File: src/rtl/arb_n2x1_gea0_if.sv
// ============================================================================
// Module : arb_n2x1_gea0_if
// Desc   : Two-source / one-sink valid-ready bundle with arbiter status.
// Rev    : 1.0  initial release
// ============================================================================
`default_nettype none

interface arb_n2x1_gea0_if #(
  parameter int WIDTH = 8,
  parameter int CNTW  = 8
);
  logic             i0_valid;
  logic [WIDTH-1:0] i0_data;
  logic             i0_last;
  logic             i0_ready;

  logic             i1_valid;
  logic [WIDTH-1:0] i1_data;
  logic             i1_last;
  logic             i1_ready;

  logic             o_valid;
  logic [WIDTH-1:0] o_data;
  logic             o_last;
  logic             o_ready;

  logic             sel;
  logic             busy;
  logic [CNTW-1:0]  beat_cnt;

  // Arbiter side.
  modport slave (
    input  i0_valid, i0_data, i0_last,
    output i0_ready,
    input  i1_valid, i1_data, i1_last,
    output i1_ready,
    output o_valid, o_data, o_last,
    input  o_ready,
    output sel, busy, beat_cnt
  );

  // Environment side: the two sources and the sink.
  modport master (
    output i0_valid, i0_data, i0_last,
    input  i0_ready,
    output i1_valid, i1_data, i1_last,
    input  i1_ready,
    input  o_valid, o_data, o_last,
    output o_ready,
    input  sel, busy, beat_cnt
  );
endinterface

`default_nettype wire

File: src/rtl/arb_n2x1_gea0.sv
// ============================================================================
// Module : arb_n2x1_gea0
// Desc   : Packet-aware 2:1 round-robin arbiter; holds a grant until `last`.
// Rev    : 1.0  initial release
// ============================================================================
`default_nettype none

module arb_n2x1_gea0 #(
  parameter int WIDTH = 8,
  parameter int CNTW  = 8
) (
  input  logic              clk,
  input  logic              rst_n,
  arb_n2x1_gea0_if.slave    bus
);

  localparam logic [1:0]      c_st_idle = 2'd0;
  localparam logic [1:0]      c_st_gnt0 = 2'd1;
  localparam logic [1:0]      c_st_gnt1 = 2'd2;
  localparam logic [CNTW-1:0] c_cnt_one = CNTW'(1);

  logic [1:0]      r_state;
  logic            r_prio;
  logic            r_sel;
  logic [CNTW-1:0] r_cnt;

  logic [1:0]      w_state_nxt;
  logic            w_prio_nxt;
  logic            w_sel_nxt;
  logic            w_gnt0;
  logic            w_gnt1;
  logic            w_busy;
  logic            w_xfer;
  logic            w_release;
  logic            w_grant_new;
  logic            w_cnt_max;

  assign w_gnt0 = (r_state == c_st_gnt0);
  assign w_gnt1 = (r_state == c_st_gnt1);
  assign w_busy = w_gnt0 | w_gnt1;

  assign w_xfer    = ((w_gnt0 & bus.i0_valid) | (w_gnt1 & bus.i1_valid)) & bus.o_ready;
  // While a grant is held r_sel always points at the granted requester.
  assign w_release = w_xfer & (r_sel ? bus.i1_last : bus.i0_last);

  assign w_grant_new = (r_state == c_st_idle) & (w_state_nxt != c_st_idle);
  assign w_cnt_max   = &r_cnt;

  always_comb begin
    w_state_nxt = r_state;
    w_prio_nxt  = r_prio;
    w_sel_nxt   = r_sel;
    case (r_state)
      c_st_idle: begin
        if (bus.i0_valid && bus.i1_valid) begin
          w_state_nxt = r_prio ? c_st_gnt1 : c_st_gnt0;
          w_sel_nxt   = r_prio;
        end else if (bus.i0_valid) begin
          w_state_nxt = c_st_gnt0;
          w_sel_nxt   = 1'b0;
        end else if (bus.i1_valid) begin
          w_state_nxt = c_st_gnt1;
          w_sel_nxt   = 1'b1;
        end
      end
      c_st_gnt0: begin
        if (w_release) begin
          w_state_nxt = c_st_idle;
          w_prio_nxt  = 1'b1;
        end
      end
      c_st_gnt1: begin
        if (w_release) begin
          w_state_nxt = c_st_idle;
          w_prio_nxt  = 1'b0;
        end
      end
      default: begin
        w_state_nxt = c_st_idle;
      end
    endcase
  end

  always_ff @(posedge clk or negedge rst_n) begin
    if (!rst_n) begin
      r_state <= c_st_idle;
      r_prio  <= 1'b0;
      r_sel   <= 1'b0;
    end else begin
      r_state <= w_state_nxt;
      r_prio  <= w_prio_nxt;
      r_sel   <= w_sel_nxt;
    end
  end

  // Beat counter restarts at each grant and keeps its final value while idle.
  always_ff @(posedge clk or negedge rst_n) begin
    if (!rst_n) begin
      r_cnt <= '0;
    end else if (w_grant_new) begin
      r_cnt <= '0;
    end else if (w_xfer && !w_cnt_max) begin
      r_cnt <= r_cnt + c_cnt_one;
    end
  end

  assign bus.o_data   = r_sel ? bus.i1_data : bus.i0_data;
  assign bus.o_last   = r_sel ? bus.i1_last : bus.i0_last;
  assign bus.o_valid  = (w_gnt0 & bus.i0_valid) | (w_gnt1 & bus.i1_valid);
  assign bus.i0_ready = w_gnt0 & bus.o_ready;
  assign bus.i1_ready = w_gnt1 & bus.o_ready;

  assign bus.sel      = r_sel;
  assign bus.busy     = w_busy;
  assign bus.beat_cnt = r_cnt;

endmodule

`default_nettype wire
File: src/flat_wrapper.sv
// flat-port wrapper written by rule: the top's interface ports become plain ports
module arb_n2x1_gea0_flat 
#(
  parameter int WIDTH = 8,
  parameter int CNTW  = 8
)
  (clk, rst_n, bus_i0_valid, bus_i0_data, bus_i0_last, bus_i0_ready, bus_i1_valid, bus_i1_data, bus_i1_last, bus_i1_ready, bus_o_valid, bus_o_data, bus_o_last, bus_o_ready, bus_sel, bus_busy, bus_beat_cnt);
  arb_n2x1_gea0_if #(.WIDTH(WIDTH), .CNTW(CNTW)) bus_i ();
  input  logic clk;
  input  logic rst_n;
  input wire logic [$bits(bus_i.i0_valid)-1:0] bus_i0_valid;
  input wire logic [$bits(bus_i.i0_data)-1:0] bus_i0_data;
  input wire logic [$bits(bus_i.i0_last)-1:0] bus_i0_last;
  output wire logic [$bits(bus_i.i0_ready)-1:0] bus_i0_ready;
  input wire logic [$bits(bus_i.i1_valid)-1:0] bus_i1_valid;
  input wire logic [$bits(bus_i.i1_data)-1:0] bus_i1_data;
  input wire logic [$bits(bus_i.i1_last)-1:0] bus_i1_last;
  output wire logic [$bits(bus_i.i1_ready)-1:0] bus_i1_ready;
  output wire logic [$bits(bus_i.o_valid)-1:0] bus_o_valid;
  output wire logic [$bits(bus_i.o_data)-1:0] bus_o_data;
  output wire logic [$bits(bus_i.o_last)-1:0] bus_o_last;
  input wire logic [$bits(bus_i.o_ready)-1:0] bus_o_ready;
  output wire logic [$bits(bus_i.sel)-1:0] bus_sel;
  output wire logic [$bits(bus_i.busy)-1:0] bus_busy;
  output wire logic [$bits(bus_i.beat_cnt)-1:0] bus_beat_cnt;
  assign bus_i.i0_valid = bus_i0_valid;
  assign bus_i.i0_data = bus_i0_data;
  assign bus_i.i0_last = bus_i0_last;
  assign bus_i0_ready = bus_i.i0_ready;
  assign bus_i.i1_valid = bus_i1_valid;
  assign bus_i.i1_data = bus_i1_data;
  assign bus_i.i1_last = bus_i1_last;
  assign bus_i1_ready = bus_i.i1_ready;
  assign bus_o_valid = bus_i.o_valid;
  assign bus_o_data = bus_i.o_data;
  assign bus_o_last = bus_i.o_last;
  assign bus_i.o_ready = bus_o_ready;
  assign bus_sel = bus_i.sel;
  assign bus_busy = bus_i.busy;
  assign bus_beat_cnt = bus_i.beat_cnt;
  arb_n2x1_gea0 #(.WIDTH(WIDTH), .CNTW(CNTW)) u_core (.clk(clk), .rst_n(rst_n), .bus(bus_i));
endmodule
File: config.mk
export PLATFORM = sky130hd
export DESIGN_NAME = arb_n2x1_gea0_flat
export DESIGN_NICKNAME = d
export VERILOG_FILES = /design/src/rtl/arb_n2x1_gea0_if.sv /design/src/rtl/arb_n2x1_gea0.sv /design/src/flat_wrapper.sv
export SDC_FILE = /design/constraint.sdc
export NUM_CORES = 1
export LEC_CHECK = 0
export CORE_MARGIN = 3
export CORE_UTILIZATION = 30
export CTS_CLUSTER_DIAMETER = 150
export CTS_CLUSTER_SIZE = 10
export DETAILED_ROUTE_END_ITERATION = 12
export SYNTH_ARGS = -nofsm -noshare
export SYNTH_HDL_FRONTEND = slang
export SYNTH_SLANG_ARGS = --single-unit
File: constraint.sdc
create_clock -name clk -period 1.9 [get_ports clk]
set_input_delay 0.475 -clock clk [delete_from_list [all_inputs] [get_ports clk]]
set_output_delay 0.475 -clock clk [all_outputs]
set_load 0.01 [all_outputs]
# Word-level counts from Yosys, hierarchy flattened
# Index checks and enable logic that the tools add are counted.
[classes]
add_sub_neg = 1
n_eq_ne = 4
n_mux = 16
bitwise_logic = 9
reduce_logical = 12
[ops]
columns = ["cell", "count"]
rows = [
  ["two-way mux 8 bit", 3],
  ["two-way mux 2 bit", 5],
  ["adder 8 x 1 -> 8 bit (second input constant)", 1],
  ["AND reduction 8 bit", 1],
  ["bitwise AND 1 bit", 7],
  ["two-way mux 1 bit", 6],
  ["nonzero test 2 bit", 3],
  ["!= test 2 bit (second input constant)", 2],
  ["case mux 2 bit (2 select lines)", 1],
  ["AND reduction 3 bit", 1],
  ["nonzero test 3 bit", 1],
  ["== test 2 x 1 -> 1 bit (second input constant)", 1],
  ["== test 2 bit (second input constant)", 1],
  ["logical AND 1 bit", 2],
  ["zero test 2 bit", 1],
  ["bitwise OR 1 bit", 2],
  ["case mux 1 bit (2 select lines)", 1],
  ["AND reduction 2 bit", 1],
  ["OR reduction 2 bit", 1],
  ["zero test 1 bit", 1],
]
[word_totals]
reg_bits = 12
out_inout_bits = 22

# Longest topological paths before layout
[logic_depth]
word_depth = 10
mapped_depth = 7
depth_no_buf = 7

# Least setup slack after synthesis
# No wires, ideal clock.
[synth_timing]
kind = "reg2reg"
startpoint = "register u_core.r_state[0]"
endpoint = "register u_core.r_state[0]"
setup_time_ns = 0.101
arrival_time_ns = 1.452
required_ns = 1.799
path_slack_ns = 0.347
path_stages_with_launch = 7
n_path_buf = 0
period_less_slack_ns = 1.553
path_cell_list = "dfrtp_1 > inv_1 > ha_1 > a22oi_4 > inv_2 > and3_4 > o32ai_1"
[synth_between]
elab_chain_cells = 7
elab_cells_between_ends = 14
cone_classes = "2 x eq/ne; 5 x mux; 5 x bitwise; 2 x reduce/logical"
[synth_lines]
columns = ["element", "line_no", "rtl"]
rows = [
  ["from (decl)", "arb_n2x1_gea0.sv:22", "logic [1:0] r_state;"],
  ["from (signal assigned)", "arb_n2x1_gea0.sv:86", "r_state <= c_st_idle;"],
  ["from (signal assigned)", "arb_n2x1_gea0.sv:90", "r_state <= w_state_nxt;"],
  ["== test 2 x 1 -> 1 bit or == test 2 bit (tied branches)", "arb_n2x1_gea0.sv:38, arb_n2x1_gea0.sv:39", ""],
  ["bitwise AND 1 bit", "n/a", ""],
  ["bitwise OR 1 bit *", "n/a", ""],
  ["named net bus_o_valid", "flat_wrapper.sv:19", "output wire logic [$bits(bus_i.o_valid)-1:0] bus_o_valid;"],
  ["bitwise AND 1 bit *", "arb_n2x1_gea0.sv:42", "assign w_xfer = ((w_gnt0 & bus.i0_valid) | (w_gnt1 & bus.i1_valid)) & bus.o_ready;"],
  ["bitwise AND 1 bit *", "arb_n2x1_gea0.sv:44", "assign w_release = w_xfer & (r_sel ? bus.i1_last : bus.i0_last);"],
  ["two-way mux 2 bit *", "arb_n2x1_gea0.sv:67, arb_n2x1_gea0.sv:73", ""],
  ["case mux 2 bit (2 select lines) *", "arb_n2x1_gea0.sv:53", "case (r_state)"],
  ["named net u_core.w_state_nxt[0]", "arb_n2x1_gea0.sv:27", "logic [1:0] w_state_nxt;"],
]
# The timed path passes the listed nets; every way through them passes the cells marked *.
# A chain may end at the register's enable or synchronous reset.

# Worst setup path after layout
[layout_timing]
startpoint = "input port bus_i1_data[5]"
endpoint = "output port bus_o_data[5]"
[layout_between]
elab_chain_cells = 1
[layout_lines]
columns = ["element", "line_no", "rtl"]
rows = [
  ["from (decl)", "flat_wrapper.sv:16", "input wire logic [$bits(bus_i.i1_data)-1:0] bus_i1_data;"],
  ["two-way mux 8 bit", "arb_n2x1_gea0.sv:107", "assign bus.o_data = r_sel ? bus.i1_data : bus.i0_data;"],
  ["to (decl)", "flat_wrapper.sv:20", "output wire logic [$bits(bus_i.o_data)-1:0] bus_o_data;"],
]
# No other way between the ends.

==> impl_metrics.json <==
{
  "outcome": "finished clean",
  "synth_common_cells": "12 x dfrtp_1, 9 x nand2_1, 6 x mux2_1, 6 x nor2_1",
  "syn2layout_area_growth_pct": 70.9,
  "p_leak_nw": 0.634,
  "hold_violations": 0,
  "setup_tns_ns": 0,
  "slew_violations": 0,
  "synthFlopType": "dfrtp_1",
  "core_area_sq_um": 2590,
  "min_path_type": "input pin to async pin",
  "antenna_cells": 0,
  "place_hpwl_um": 2020,
  "synth_edf_count": 0,
  "root_buffer": "clkbuf_4",
  "final_nets": 176,
  "via_per_inst": 5.29,
  "clk_latency_ns": 0.28,
  "num_rows": 18,
  "synth_most_common_cell": "dfrtp_1",
  "synth_top_cell_area_share_pct": 35.1,
  "wire_per_inst_um": 14.3,
  "critPathLaunch": "bus_i1_data[5]",
  "cts_tree": "done",
  "die_height_um": 59.4,
  "firstDrtPassIters": 4,
  "cp_max_fo": 1,
  "grt_first_pass_wirelength_um": 4070,
  "fmax_mhz": 535,
  "path_clk_slew_ns": 0.08,
  "yosys-top-cells-area": "dfrtp_1 35%, mux2_1 7.9%, ha_1 7.3%",
  "worst_ep_arrival_time_ns": 1.40,
  "gp_congestion": 0.853,
  "min_period_ns": 1.87,
  "vias": 936,
  "path_class": "input pin to primary output",
  "fin_cells": 177,
  "r2r-start": "u_core.r_state[1]",
  "start_util_pct": 33.0,
  "io_pins": 45,
  "crit_required_ns": 1.42,
  "grt_setup_unrepaired": "no",
  "syn-mean-instance-area_sq_um": 10.1,
  "synth.distinct_cells": 33,
  "synth_nets": 113,
  "ant_nets": 0,
  "numCtsBuffers": 3,
  "tightest_slew_ns": 0.535,
  "yosys_warnings": 0,
  "fin_skew_ns": 0.00261,
  "setup_viol": 0,
  "cts.htree.levels": 1,
  "netlist.top_cell.by_area": "dfrtp_1",
  "synth_seq_cells": 12,
  "drt_iter0_drc": 22,
  "antenna_found_initial": 0,
  "hold_ws_ns": 0.539,
  "drive_gt1_share_pct": 30.6,
  "slew_headroom_pct": 64.2,
  "track_usage_pct": 14.9,
  "synth_seq_area_share_pct": 35.1,
  "startpoint_type": "input pin",
  "wl_um": 2530,
  "grt_max_degree": 13,
  "grt_overflow_total": 0,
  "dieArea_sq_um": 3530,
  "peakVddDrop_v": 0.000569,
  "maxCapViolCount": 0,
  "post-place-cells": 172,
  "die_x_um": 59.4,
  "fin_crit_sh_pct": 98.5,
  "end_kind": "primary output",
  "grt_pass1_vias": 938,
  "synth-async-reset-ratio_pct": 100,
  "port_buffers": 44,
  "drc": 0,
  "power_mw": 1.50,
  "synthesis.area_sq_um": 856,
  "synthCells": 85,
  "cts_sinks": 12,
  "clk_path_buf_depth": 2,
  "p_per_area_nw_per_um2": 1030
}
placed cells by master, fill, tap and decap left out, drive strengths merged, types with 2 or more instances in the layout:
cell / Yosys / layout
and2: 2 / 2
nor4: 2 / 2
nor2: 7 / 7
nor3: 3 / 3
clkdlybuf4s15: 0 / 3
buf: 1 / 17
o21a: 2 / 2
mux2: 9 / 9
nand2: 9 / 9
inv: 3 / 3
nand4: 2 / 2
o32ai: 2 / 2
and3: 3 / 3
clkbuf: 0 / 11
dfrtp: 12 / 12
nand3: 2 / 2
ha: 5 / 5
clkdlybuf4s50: 0 / 30
o22ai: 3 / 3
dlygate4sd2: 0 / 2
a21oi: 4 / 4
a31oi: 5 / 5
registers in the layout (all words and copies together), names as in the netlist:
| register | count |
|---|---|
| u_core.bus.sel | 1 |
| u_core.bus.beat_cnt | 8 |
| u_core.r_state | 2 |
| u_core.r_prio | 1 |
path summary, 6_finish.rpt:
kind                                           to  slack [ns]  cells past startpoint
setup / recovery                    bus_o_data[5]        0.03                      3
hold / removal             u_core.bus.beat_cnt[3]        0.54                      1
setup reg to reg           u_core.bus.beat_cnt[1]        0.30                      6
hold reg to reg                     u_core.r_prio        0.54                      2
max in group asynchronous       u_core.r_state[1]        0.98                      1
min in group clk                    u_core.r_prio        0.54                      2
layout make-up:
class / instances / area [sq um]
Sequential cell: 12 / 302
Inverter: 3 / 11.3
Timing Repair Buffer: 59 / 505
Fill cell: 237 / 1130
Multi-Input combinational cell: 69 / 571
Tap cell: 30 / 37.5
Clock buffer: 4 / 36.3
cell families (layout without fill, tap and decap cells):
| logic type | after synthesis | after routing | synth area share [%] |
|---|---|---|---|
| and+or+nand+nor | 32 | 32 | 21.2 |
| AOI/OAI and AO/OA | 20 | 20 | 18.3 |
| DFF | 12 | 12 | 35.1 |
| muxes | 10 | 10 | 13.4 |
| adders and majority gates | 5 | 5 | 7.31 |
| buffers and inverters | 4 | 66 | 2.63 |
| xor gates and xnor gates | 2 | 2 | 2.05 |
critical path, stage by stage:
cell	delay [ns]
clkdlybuf4s50_1	0.39
mux2_1	0.29
clkdlybuf4s15_1	0.24
metal layers:
metal	wire, um	GRT usage [%]
met1	1070	17.4
met2	1100	25.7
met3	321	3.92
met4	38	5.83
met5	0	0
through the flow:
stage / worst slack, ns / utilization (%) / cell area [sq um]
global route: 0.00124 / 56.5 / 1460
finish: 0.0292 / 56.5 / 1460
detailed placement: -0.286 / 55.1 / 1430
CTS: 0.00203 / 57.3 / 1480
floorplan: 0.347 / - / 856
global placement: -0.282 / 55.1 / 1430
power by group:
part	switching [mW]	internal, mW	total (mW)
clock	0.0907	0.117	0.207
combinational	0.433	0.506	0.939
sequential	0.0468	0.309	0.356
total	0.570	0.932	1.50
what timing repair did:
action	in CTS	in global routing
hold buffers	0	0
pin swaps	0	0
resized for setup	29	16
setup buffers	1	0
endpoints found under the setup margin	13	12
No activity file was read; power rests on OpenSTA's default activity.
